==> config.mk <==
export PLATFORM = sky130hd
export DESIGN_NAME = sad_ssd_cost_pipe
export DESIGN_NICKNAME = d
export VERILOG_FILES = /design/src/rtl/sad_ssd_cost_pipe.sv
export SDC_FILE = /design/constraint.sdc
export NUM_CORES = 2
export LEC_CHECK = 0
export BUFFER_PORTS_ARGS = -buffer_cell sky130_fd_sc_hd__buf_2
export CORE_MARGIN = 5
export CORE_UTILIZATION = 45
export DETAILED_ROUTE_END_ITERATION = 10
export GPL_TIMING_DRIVEN = 0
export MAX_ROUTING_LAYER = met4
export PLACE_DENSITY = 0.59
export SLEW_MARGIN = 20
export SYNTH_ARGS = -nofsm -noshare
export SYNTH_HDL_FRONTEND = slang
export SYNTH_SLANG_ARGS = --single-unit
==> constraint.sdc <==
create_clock -name clk -period 13.9 [get_ports clk]
set_input_delay 2.78 -clock clk [delete_from_list [all_inputs] [get_ports clk]]
set_output_delay 2.78 -clock clk [all_outputs]
set_load 0.02 [all_outputs]
==> src/rtl/sad_ssd_cost_pipe.sv <==
// Pipelined SAD/SSD matching cost over two CNTX_SIZE x CNTX_SIZE windows.
// Ports: clk, rst (async high), ready (advance enable), i_kernel1_data /
//   i_kernel2_data (packed windows), i_kernels_valid, i_mode (0 SAD, 1 SSD),
//   i_clear_stats; o_cost_data (saturated cost), o_cost_valid, o_sat_count.
module sad_ssd_cost_pipe #(
    parameter int CNTX_SIZE  = 3,
    parameter int DATA_WIDTH = 8,
    parameter int OUT_WIDTH  = 8,
    parameter int CNT_WIDTH  = 16,
    localparam int N     = CNTX_SIZE * CNTX_SIZE,
    localparam int LVL   = $clog2(N),
    localparam int SUM_W = 2 * DATA_WIDTH + LVL
) (
    input  logic                    clk,
    input  logic                    rst,
    input  logic                    ready,
    input  logic [N*DATA_WIDTH-1:0] i_kernel1_data,
    input  logic [N*DATA_WIDTH-1:0] i_kernel2_data,
    input  logic                    i_kernels_valid,
    input  logic                    i_mode,
    input  logic                    i_clear_stats,
    output logic [OUT_WIDTH-1:0]    o_cost_data,
    output logic                    o_cost_valid,
    output logic [CNT_WIDTH-1:0]    o_sat_count
);

    localparam logic [SUM_W-1:0] OUT_MAX =
        {SUM_W{1'b1}} >> (SUM_W - OUT_WIDTH);

    // Number of live terms at tree level l (level 0 = per-pixel terms).
    function automatic int lvl_cnt(input int l);
        int c;
        c = N;
        for (int k = 0; k < l; k++) c = (c + 1) / 2;
        return c;
    endfunction

    // Clamp an index into the array; out-of-range slots are never used.
    function automatic int idx(input int j);
        return (j < N) ? j : 0;
    endfunction

    logic [2*DATA_WIDTH-1:0] term [N];
    logic [SUM_W-1:0]        tree [LVL+1][N];
    logic [LVL:0]            vld;
    logic [SUM_W-1:0]        sum;
    logic                    sat;

    always_comb begin
        logic [DATA_WIDTH-1:0] a;
        logic [DATA_WIDTH-1:0] b;
        logic [DATA_WIDTH-1:0] d;
        for (int i = 0; i < N; i++) begin
            a = i_kernel1_data[i*DATA_WIDTH +: DATA_WIDTH];
            b = i_kernel2_data[i*DATA_WIDTH +: DATA_WIDTH];
            d = (a > b) ? a - b : b - a;
            if (i_mode) term[i] = d * d;
            else        term[i] = {{DATA_WIDTH{1'b0}}, d};
        end
    end

    assign sum = tree[LVL][0];
    assign sat = sum > OUT_MAX;

    always_ff @(posedge clk or posedge rst) begin
        if (rst) begin
            for (int l = 0; l <= LVL; l++)
                for (int i = 0; i < N; i++)
                    tree[l][i] <= '0;
            vld          <= '0;
            o_cost_data  <= '1;
            o_cost_valid <= 1'b0;
        end else if (ready) begin
            for (int i = 0; i < N; i++)
                tree[0][i] <= SUM_W'(term[i]);
            vld[0] <= i_kernels_valid;
            for (int l = 1; l <= LVL; l++) begin
                vld[l] <= vld[l-1];
                for (int i = 0; i < N; i++) begin
                    if (i >= lvl_cnt(l))
                        tree[l][i] <= '0;
                    else if (2*i + 1 < lvl_cnt(l-1))
                        tree[l][i] <= tree[l-1][idx(2*i)]
                                    + tree[l-1][idx(2*i+1)];
                    else
                        tree[l][i] <= tree[l-1][idx(2*i)];
                end
            end
            if (!vld[LVL]) begin
                o_cost_data  <= '1;
                o_cost_valid <= 1'b0;
            end else begin
                o_cost_data  <= sat ? '1 : sum[OUT_WIDTH-1:0];
                o_cost_valid <= 1'b1;
            end
        end
    end

    always_ff @(posedge clk or posedge rst) begin
        if (rst)
            o_sat_count <= '0;
        else if (i_clear_stats)
            o_sat_count <= '0;
        else if (ready && vld[LVL] && sat && o_sat_count != '1)
            o_sat_count <= o_sat_count + 1'b1;
    end

endmodule

==> results.cfg <==
[sta]
max_freq_mhz = 108
fin_crit_sh_pct = 66.9
maxSlewHeadroom_pct = 18.6
rsz0062_at_grt = no
timing_hold_violations_final = 0
setup_violations = 0
drv_slew = 0
fin_skew_ps = 11.4
min_period_ps = 9300
tightest_slew_ps = 1220

[layout]
fin_nets = 5508
synthToLayoutAreaGrowth_pct = 9.98
final_cell_mix = 656 x inv_1, 529 x ha_1, 398 x nor2_1
stdcell_area_sq_mm = 0.0436
layout-drive-gt1-share_pct = 12.1
layout_commonest_cell = inv_1
multi_input_area_sq_mm = 0.0276
fill_cells = 8336
regArea_sq_mm = 0.00914

[floorplan]
placementRows = 108
die-width_microns = 307
die_y_microns = 307
dieArea_sq_mm = 0.0941
num_io_pins = 175
initial_core_util_pct = 45.5
core-area_sq_mm = 0.0870

[routing]
wl_microns = 101000
met1_length_microns = 48000
dr.max_layer_used = met4
drt-wirelength-per-cell_microns = 17.6
wl_met3_microns = 4800
wl_met2_microns = 46000
vias = 31000
antenna_left = 0
vias_per_cell = 5.38
dr.pass1.iters = 5
drc_errors = 0
drtIter0Drc = 1852

[grt]
track_usage_pct = 21.9
grt_overflow = 0
grt_pass1_wl_microns = 164000
antenna_found_initial = 3
grt_pass1_vias = 30700
grt_max_degree = 104

[cts]
cts-root-buf = clkbuf_16
cts.sink_count = 365
tritoncts = built
clk_path_buf_depth = 3
cts_hold_buf = 0
post_cts_buffers = 0
cts_max_level = 2
ctsResizeCount = 0
clkLatencyLatePin_ps = 580
cts_buffers = 40
clk_pin_slew_ps = 60

[yosys]
syn_area_per_cell_sq_um = 9.13
synth-seq-area-share_pct = 23.1
synth_flop_cell = dfrtp_1
syn_area_sq_mm = 0.0396
synthMuxAreaShare_pct = 5.78
synthSimpleGateAreaFrac_pct = 11.0
synthCells = 4342
synthArstFlopShare_pct = 100
ys_seq_elements = 365
synth_top_area_share_pct = 22.5
synth_cell_types = 87
yosys.area.top_type = dfrtp_1
synth_edf_count = 0
synth_xor_area_share_pct = 6.50
synthAdderAreaFrac_pct = 29.4
yosys_warnings = 0
synth.area.top_cells = dfrtp_1 23%, ha_1 17%, fa_1 13%
synth_compound_area_share_pct = 16.6
synth_top_family_by_area = adder cells

[worst_setup_path]
path_class = in2reg
crit_path_start_kind = input port
r2r_start = tree[525]
end_kind = register
cp.arrival_ps = 9730
worstPathRequired_ps = 14330
crit_fanout = 10
crit_start = i_kernel1_data[8]

[hold_path]
holdCritStartpoint = tree[721]
holdCritPathClass = reg2reg

[placed_design]
dp_hpwl_microns = 80300
place.gp.congestion = 0.860
portBuffers = 173
placed_cell_area_sq_mm = 0.0421

[status]
outcome = finished clean

[run]
maxCapViolations = 0
critical path, cell delays in order:
cell       delay (ps)
buf_2              90
inv_1              40
ha_1              260
clkbuf_1          580
nand4_1           180
nor2_1            250
nor2_1            120
nand2_2           200
mux2i_1           260
xor2_1            780
nor2_1            190
ha_1              240
or2_2             300
fa_1              450
fa_1              490
inv_1              50
fa_1              520
inv_1              40
ha_1              310
o21ai_0           110
nor2_1             90
o211ai_1          190
nand2_1           100
a221oi_1          400
o21ai_0           190
xnor2_1           390
o2bb2ai_1         100
path summary, 6_finish.rpt:
kind | slack (ps) | end | depth (start not counted)
worst max-delay path | 4600 | tree[875] | 27
worst min-delay path | 480 | tree[721] | 1
worst max register to register | 11000 | tree[357] | 9
worst min register to register | 480 | tree[721] | 1
max in group asynchronous | 10240 | tree[763] | 4
min in group asynchronous | 2250 | o_sat_count[8] | 2
Yosys cell counts (64+ instances only):
library cell / number
fa_1: 251
clkbuf_1: 78
nor2_1: 398
a22o_1: 64
dfrtp_1: 357
a21o_1: 97
mux2_2: 158
xnor2_1: 174
xor2_1: 96
ha_1: 529
inv_1: 657
a21oi_1: 287
nand2_1: 186
o21ai_0: 186
area by class of cell:
| type | count | area share (%) |
|---|---|---|
| Antenna cell | 2 | 0.0115 |
| Timing Repair Buffer | 177 | 2.19 |
| Clock inverter | 19 | 0.663 |
| Sequential cell | 365 | 21.0 |
| Multi-Input combinational cell | 3212 | 63.3 |
| Tap cell | 1155 | 3.32 |
| Clock buffer | 55 | 2.61 |
| Buffer | 123 | 1.27 |
| Inverter | 659 | 5.69 |
registers in the layout (all words and copies together), names as in the netlist:
signal and flops:
o_cost_data 8, o_cost_valid 1, o_sat_count 16, sum 20, tree 315, vld 5
stage by stage:
step / worst slack [ps] / hold WS, ps / TNS, ps / utilization, % / std cells
global route: 4060 / 505 / 0 / 50.1 / 5767
detailed placement: 3950 / 472 / 0 / 48.4 / 5691
global placement: -3320 / 468 / -1174510 / 48.3 / 5687
floorplan: 1000 / 446 / 0 / - / 4359
finish: 4600 / 480 / 0 / 50.1 / 5767
CTS: 4540 / 489 / 0 / 50.0 / 5765
layer usage:
layer | up-vias | track usage [%]
met5 | - | -
met4 | 0 | 4.91
met1 | 15100 | 30.4
li1 | 15200 | -
met2 | 624 | 34.9
met3 | 118 | 2.65
kinds of logic after synthesis:
kind of cell	Yosys count
XOR/XNOR	283
multiplexers	209
flip-flops	365
AO/OA/AOI/OAI	982
adder cells (fa/ha/maj)	780
buffers and inverters	782
AND/OR/NAND/NOR	940
other	1
Power is left out: the tool's default activity adds up to more than one toggle a clock period on the data nets, which glitch-free logic cannot reach.
